==> src/rtl/dmem_arb_pkg.sv <==
// ---------------------------------------------------------------------------
// dmem_arb_pkg : shared types and helpers for the data-RAM arbiter
// Revision 1.0
// ---------------------------------------------------------------------------
`default_nettype none

package dmem_arb_pkg;

    typedef enum logic [1:0] {
        ARB      = 2'd0,
        LOCKED   = 2'd1,
        COOLDOWN = 2'd2
    } arb_state_t;

    typedef enum logic [1:0] {
        OWN_NONE = 2'd0,
        OWN_CPU  = 2'd1,
        OWN_DBG  = 2'd2
    } owner_t;

    // Bits needed to hold the values 0..max inclusive.
    function automatic int cnt_width(input int max);
        return (max < 1) ? 1 : $clog2(max + 1);
    endfunction

endpackage

`default_nettype wire

==> src/rtl/dmem_arbiter_sat_counter.sv <==
// ---------------------------------------------------------------------------
// sat_counter : up-counter that saturates at MAX, with synchronous clear
// Revision 1.0
// ---------------------------------------------------------------------------
`default_nettype none

module sat_counter
    import dmem_arb_pkg::*;
#(
    parameter int MAX = 4,
    parameter int CW  = cnt_width(MAX)
) (
    input  logic          clk,
    input  logic          rst_n,
    input  logic          clear_i,
    input  logic          inc_i,
    output logic [CW-1:0] count_o,
    output logic          at_max_o
);

    logic [CW-1:0] count_q;
    logic [CW-1:0] count_d;

    assign at_max_o = (count_q == CW'(MAX));
    assign count_o  = count_q;

    // Clear dominates increment.
    always_comb begin
        count_d = count_q;
        if (clear_i) begin
            count_d = '0;
        end else if (inc_i && !at_max_o) begin
            count_d = count_q + 1'b1;
        end
    end

    always_ff @(posedge clk or negedge rst_n) begin
        if (!rst_n) begin
            count_q <= '0;
        end else begin
            count_q <= count_d;
        end
    end

endmodule

`default_nettype wire

==> src/rtl/dmem_arbiter.sv <==
// ---------------------------------------------------------------------------
// dmem_arbiter : shares the single-port data RAM between CPU and debug port
// Revision 1.0
// ---------------------------------------------------------------------------
`default_nettype none

module dmem_arbiter
    import dmem_arb_pkg::*;
#(
    parameter int AW         = 10,
    parameter int DW         = 32,
    parameter int STARVE_MAX = 4,
    parameter int BURST_MAX  = 8
) (
    input  logic          CLK,
    input  logic          RSTn,
    input  logic          cpu_re,
    input  logic          cpu_we,
    input  logic [AW-1:0] cpu_addr,
    input  logic [DW-1:0] cpu_wdata,
    output logic [DW-1:0] cpu_rdata,
    output logic          cpu_stall,
    input  logic          dbg_req,
    input  logic          dbg_we,
    input  logic          dbg_lock,
    input  logic [AW-1:0] dbg_addr,
    input  logic [DW-1:0] dbg_wdata,
    output logic          dbg_gnt,
    output logic [DW-1:0] dbg_rdata,
    output logic          dbg_rvalid,
    output logic          mem_re,
    output logic          mem_we,
    output logic [AW-1:0] mem_addr,
    output logic [DW-1:0] mem_wdata,
    input  logic [DW-1:0] mem_rdata
);

    localparam int SCW = cnt_width(STARVE_MAX);
    localparam int BCW = cnt_width(BURST_MAX);

    arb_state_t     state_q;
    arb_state_t     state_d;
    owner_t         owner;
    logic           cpu_req;
    logic           cpu_gnt;
    logic           dbg_win;
    logic           cpu_rd;
    logic           starve_at_max;
    logic           burst_at_max;
    logic           burst_last;
    logic [BCW-1:0] burst_cnt;
    logic [SCW-1:0] starve_cnt_unused;
    logic           dbg_rvalid_q;
    logic           dbg_rvalid_d;
    logic [DW-1:0]  dbg_rdata_q;
    logic [DW-1:0]  dbg_rdata_d;

    assign cpu_req    = cpu_re | cpu_we;
    assign cpu_rd     = cpu_re & ~cpu_we;
    // The grant about to be issued is the last one the burst may take.
    assign burst_last = burst_at_max || (burst_cnt == BCW'(BURST_MAX - 1));

    // Grant logic and next state.
    always_comb begin
        owner   = OWN_NONE;
        state_d = state_q;
        case (state_q)
            COOLDOWN: begin
                if (cpu_req) begin
                    owner = OWN_CPU;
                end
                state_d = ARB;
            end
            default: begin
                if (state_q == LOCKED && dbg_req && dbg_lock) begin
                    owner = OWN_DBG;
                end else if (dbg_req && (!cpu_req || starve_at_max)) begin
                    owner = OWN_DBG;
                end else if (cpu_req) begin
                    owner = OWN_CPU;
                end
                if (owner == OWN_DBG && dbg_lock) begin
                    state_d = burst_last ? COOLDOWN : LOCKED;
                end else begin
                    state_d = ARB;
                end
            end
        endcase
        if (!RSTn) begin
            owner   = OWN_NONE;
            state_d = ARB;
        end
    end

    assign cpu_gnt = (owner == OWN_CPU);
    assign dbg_win = (owner == OWN_DBG);

    sat_counter #(
        .MAX      (STARVE_MAX)
    ) u_starve_cnt (
        .clk      (CLK),
        .rst_n    (RSTn),
        .clear_i  (dbg_win | ~dbg_req),
        .inc_i    (cpu_gnt & dbg_req),
        .count_o  (starve_cnt_unused),
        .at_max_o (starve_at_max)
    );

    sat_counter #(
        .MAX      (BURST_MAX)
    ) u_burst_cnt (
        .clk      (CLK),
        .rst_n    (RSTn),
        .clear_i  (state_d == ARB),
        .inc_i    (dbg_win & dbg_lock),
        .count_o  (burst_cnt),
        .at_max_o (burst_at_max)
    );

    // RAM port mux; a simultaneous read+write request is treated as a write.
    always_comb begin
        mem_re    = 1'b0;
        mem_we    = 1'b0;
        mem_addr  = '0;
        mem_wdata = '0;
        cpu_rdata = '0;
        case (owner)
            OWN_CPU: begin
                mem_re    = cpu_rd;
                mem_we    = cpu_we;
                mem_addr  = cpu_addr;
                mem_wdata = cpu_wdata;
                cpu_rdata = cpu_rd ? mem_rdata : '0;
            end
            OWN_DBG: begin
                mem_re    = ~dbg_we;
                mem_we    = dbg_we;
                mem_addr  = dbg_addr;
                mem_wdata = dbg_wdata;
            end
            default: ;
        endcase
    end

    assign cpu_stall = RSTn & cpu_req & ~cpu_gnt;
    assign dbg_gnt   = dbg_win;

    always_comb begin
        dbg_rvalid_d = dbg_win & ~dbg_we;
        dbg_rdata_d  = dbg_rvalid_d ? mem_rdata : dbg_rdata_q;
    end

    always_ff @(posedge CLK or negedge RSTn) begin
        if (!RSTn) begin
            state_q      <= ARB;
            dbg_rvalid_q <= 1'b0;
            dbg_rdata_q  <= '0;
        end else begin
            state_q      <= state_d;
            dbg_rvalid_q <= dbg_rvalid_d;
            dbg_rdata_q  <= dbg_rdata_d;
        end
    end

    assign dbg_rvalid = dbg_rvalid_q;
    assign dbg_rdata  = dbg_rdata_q;

endmodule

`default_nettype wire

==> config.mk <==
export PLATFORM = sky130hd
export DESIGN_NAME = dmem_arbiter
export DESIGN_NICKNAME = d
export VERILOG_FILES = /design/src/rtl/dmem_arb_pkg.sv /design/src/rtl/dmem_arbiter_sat_counter.sv /design/src/rtl/dmem_arbiter.sv
export SDC_FILE = /design/constraint.sdc
export NUM_CORES = 1
export LEC_CHECK = 0
export CAP_MARGIN = 20
export CORE_MARGIN = 3
export CORE_UTILIZATION = 32
export CTS_CLUSTER_SIZE = 8
export DETAILED_ROUTE_END_ITERATION = 6
export PLACE_DENSITY = 0.79
export SYNTH_ARGS = -nofsm -noshare
export SYNTH_HDL_FRONTEND = slang
export SYNTH_HIERARCHICAL = 1
export SYNTH_SLANG_ARGS = --single-unit
==> constraint.sdc <==
create_clock -name CLK -period 3.65 [get_ports CLK]
set_input_delay 0.9125 -clock CLK [delete_from_list [all_inputs] [get_ports CLK]]
set_output_delay 0.9125 -clock CLK [all_outputs]
set_load 0.02 [all_outputs]
==> run_results.csv <==
group,metric,value,unit
logic_synthesis,synth_enable_flop_cells,0,
global_routing,grt_overflow_total,0,
place,routabilityCongestion,0.958,
global_routing,via_count_of_the_first_global_routing_pass,3377,
logic_synthesis,synth_area_per_cell,9.56,um^2
min_path,timing.hold.worst.class,"register to register",
timing,clock-skew-final,0.0118,ns
power_and_ir_drop,power_leakage,2.48,nW
route,postRouteAntennaNets,0,
timing,finalHoldWorstSlack,0.512,ns
die,die-height,97.6,um
logic_synthesis,yosysSeqAreaShare,39.1,%
die,core_area,0.00793,mm^2
setup_path,ff_to_ff_path_depth,14,
die,die_x,97.6,um
timing,layout_min_cycle_time,3.62,ns
cts,clock_path_buffers,2,
logic_synthesis,yosysWarnings,6,
cts,clock_tree.root_cell,"sky130_fd_sc_hd__clkbuf_8",
route,post-route-drc-count,0,
timing,setup_violations,0,
route,first_pass_iters,4,
setup_path,reg2reg_slack,0.89,ns
route,post_drt_via_cell_ratio,4.96,
route,total_wire_length,12300,um
die,initial_core_util,33.9,%
cts,cts_tree,"built",
cts,hold_buffers,0,
layout,drive_gt1_share,39.0,%
cts,worst_skew_pair.late_latency,0.29,ns
setup_path,path_class,"input port to primary output",
timing,timing.fmax,276,MHz
timing,grt_setup_unrepaired,"yes",
layout,layout-area-overhead-vs-synth,109,%
logic_synthesis,synthFlopType,"sky130_fd_sc_hd__dfrtp_1",
setup_path,cp-start-kind,"input port",
logic_synthesis,ys_ff_latch,42,
layout,final-seq-area,0.00105,mm^2
flow_run,max_cap_viol_count,0,
setup_path,regToRegStartpoint,"u_starve_cnt/count_o[1]",
timing,finalHoldViolations,0,
setup_path,worst-path-max-fanout,8,
layout,net_count_reported_at_finish,663,
cts,cts_max_level,2,
timing,final_min_period_over_clock_period,99.2,%
setup_path,cp.arrival,2.71,ns
place,post-dp-hpwl,8970,um
timing,slew_headroom,64.0,%
power_and_ir_drop,total_power,1.72,mW
min_path,worstHoldStart,"dbg_rdata[14]",
timing,report.final.slew_viol_count,0,
min_path,hold-path-cell-count,1,
logic_synthesis,synth_nets,411,
global_routing,antenna_found_initial,0,
logic_synthesis,ys_types,38,
setup_path,worstSetupEndpointType,"primary output",
layout,layout.filler_cells,616,
power_and_ir_drop,vdd_ir_drop_max,0.000274,V
cts,clk_transition_reported_paths,0.08,ns
status,outcome,"complete, no violations",
die,core.rowCount,32,
route,avgRoutedWirePerCell,19.3,um
min_path,worst_hold_path.endpoint,"dbg_rdata[14]",
layout,multi_input_comb_area,0.00169,mm^2
place,port_buffers,233,
die,die_area,0.00953,mm^2
logic_synthesis,synth_async_sr_flop_share,100,%
route,vias,3152,
setup_path,worst_r2r_endpoint,"u_burst_cnt/count_o[2]",
global_routing,grt.total_usage,24.8,%
route,drtIter0Drc,65,
cts,cts-buffers-inserted,5,
global_routing,maximum_number_of_pins_on_one_net_before_global_route_repair,44,
setup_path,worstPathRequired,2.74,ns
layout,antenna-diode-count,0,
power_and_ir_drop,power-per-cell-area,307,mW/mm^2
timing,worst_pin_slew,0.540,ns
die,boundaryPins,234,
logic_synthesis,synth.cell_area,0.00269,mm^2
layout,finish.instance_area,0.00561,mm^2
logic_synthesis,synthesis.instances,281,
cts,cts.sink_count,42,
place,placed_cell_area,0.00523,mm^2
global_routing,grt_pass1_wl,18800,um
## sequential cells by signal (all words and copies together) (netlist names)
signal,cells
dbg_rdata,32
dbg_rvalid,1
state_q,2
u_burst_cnt/count_o,4
u_starve_cnt/count_o,3
## timing repair
action                     4_1_cts  5_1_grt
gates resized for setup        441       29
gates cloned                     5        0
buffers inserted                 8        2
pin swaps                        8       22
setup endpoints to repair       78       72
## Yosys cell counts (all sizes together), types with 2 or more instances
master / number / area (um^2)
buf: 13 / 81.3
dfrtp: 42 / 1050
nand2b: 7 / 43.8
and2: 35 / 219
a21oi: 4 / 20.0
nand2: 4 / 15.0
ha: 7 / 87.6
o21a: 2 / 15.0
mux2i: 2 / 20.0
mux2: 34 / 390
clkbuf: 9 / 33.8
nor2: 49 / 184
nor3: 2 / 15.0
a22oi: 43 / 323
o21ai: 2 / 10.0
inv: 8 / 30.0
## worst max-delay path: stages
cell                      delay, ns
sky130_fd_sc_hd__buf_2         0.12
sky130_fd_sc_hd__o21ba_4       0.20
sky130_fd_sc_hd__or3_4         0.37
sky130_fd_sc_hd__o31a_1        0.12
sky130_fd_sc_hd__ha_2          0.18
sky130_fd_sc_hd__and3b_2       0.23
sky130_fd_sc_hd__buf_6         0.14
sky130_fd_sc_hd__buf_12        0.13
sky130_fd_sc_hd__and2_1        0.16
sky130_fd_sc_hd__buf_6         0.13
## per-stage QoR
step / setup WS (ns) / instances / setup TNS, ns / utilization, %
floorplan: 0.0152 / 281 / 0 / -
global placement: -0.577 / 616 / -42.31 / 65.9
detailed placement: -0.673 / 616 / -46.99 / 65.9
CTS: 0.00292 / 636 / 0 / 69.9
global route: -0.0277 / 636 / -0.210 / 70.8
finish: 0.0300 / 636 / 0 / 70.8
## layer usage
layer / part of all wire (%) / global-route usage (%) / routed length, um / vias to the layer above
met3: 9.8 / 8.90 / 1210 / 17
met4: 2.2 / 6.60 / 266 / 0
li1: - / - / - / 1481
met5: 0 / 0 / 0 / -
met2: 50 / 44.2 / 6190 / 175
met1: 38 / 28.0 / 4610 / 1479
## layout by cell type (no fill, tap or decap), types with 7 or more instances in the layout
master	synthesis	layout
sky130_fd_sc_hd__a22oi_1	43	30
sky130_fd_sc_hd__a22oi_2	0	13
sky130_fd_sc_hd__and2_1	35	8
sky130_fd_sc_hd__and2_4	0	27
sky130_fd_sc_hd__buf_2	8	24
sky130_fd_sc_hd__buf_4	0	38
sky130_fd_sc_hd__buf_6	3	38
sky130_fd_sc_hd__clkdlybuf4s50_1	0	150
sky130_fd_sc_hd__dfrtp_1	42	42
sky130_fd_sc_hd__inv_1	8	8
sky130_fd_sc_hd__mux2_2	32	32
sky130_fd_sc_hd__nand2b_1	7	7
sky130_fd_sc_hd__nor2_1	49	49
## power by group
group | internal, mW | switching, mW | leakage, nW
Clock | 0.153 | 0.155 | 0.0482
Sequential | 0.558 | 0.0513 | 0.537
Combinational | 0.442 | 0.363 | 1.89
Total | 1.15 | 0.569 | 2.48
## cell type report
class,count,share of cell area (%)
sequential,42,18.7
inverter,8,0.535
tap,102,2.27
clock inverter,1,0.0892
timing repair buffer,267,46.7
clock buffer,7,1.54
multi-input combinational,209,30.1
## logic make-up after synthesis
family,Yosys count,synth area share [%]
DFF,42,39.1
muxes,36,15.3
xor gates and xnor gates,1,0.326
adders and majority gates,8,3.68
AOI/OAI and AO/OA,58,15.9
buffers and inverters,30,5.41
and+or+nand+nor,106,20.2
## worst max path at each step
stage                       startpoint             to  slack (ns)  cells after the start
5_1_grt        u_starve_cnt/count_o[1]  cpu_rdata[16]       -0.03                     12
3_5_place_dp                    cpu_re  mem_wdata[19]       -0.67                     10
3_3_place_gp                    cpu_we  mem_wdata[19]       -0.58                      9
2_1_floorplan                   cpu_we  mem_wdata[20]        0.02                      8
6_report                        cpu_we  cpu_rdata[16]        0.03                     10
4_1_cts                         cpu_re  mem_wdata[19]       0.003                     11
Power figures use the tool's default switching activity.
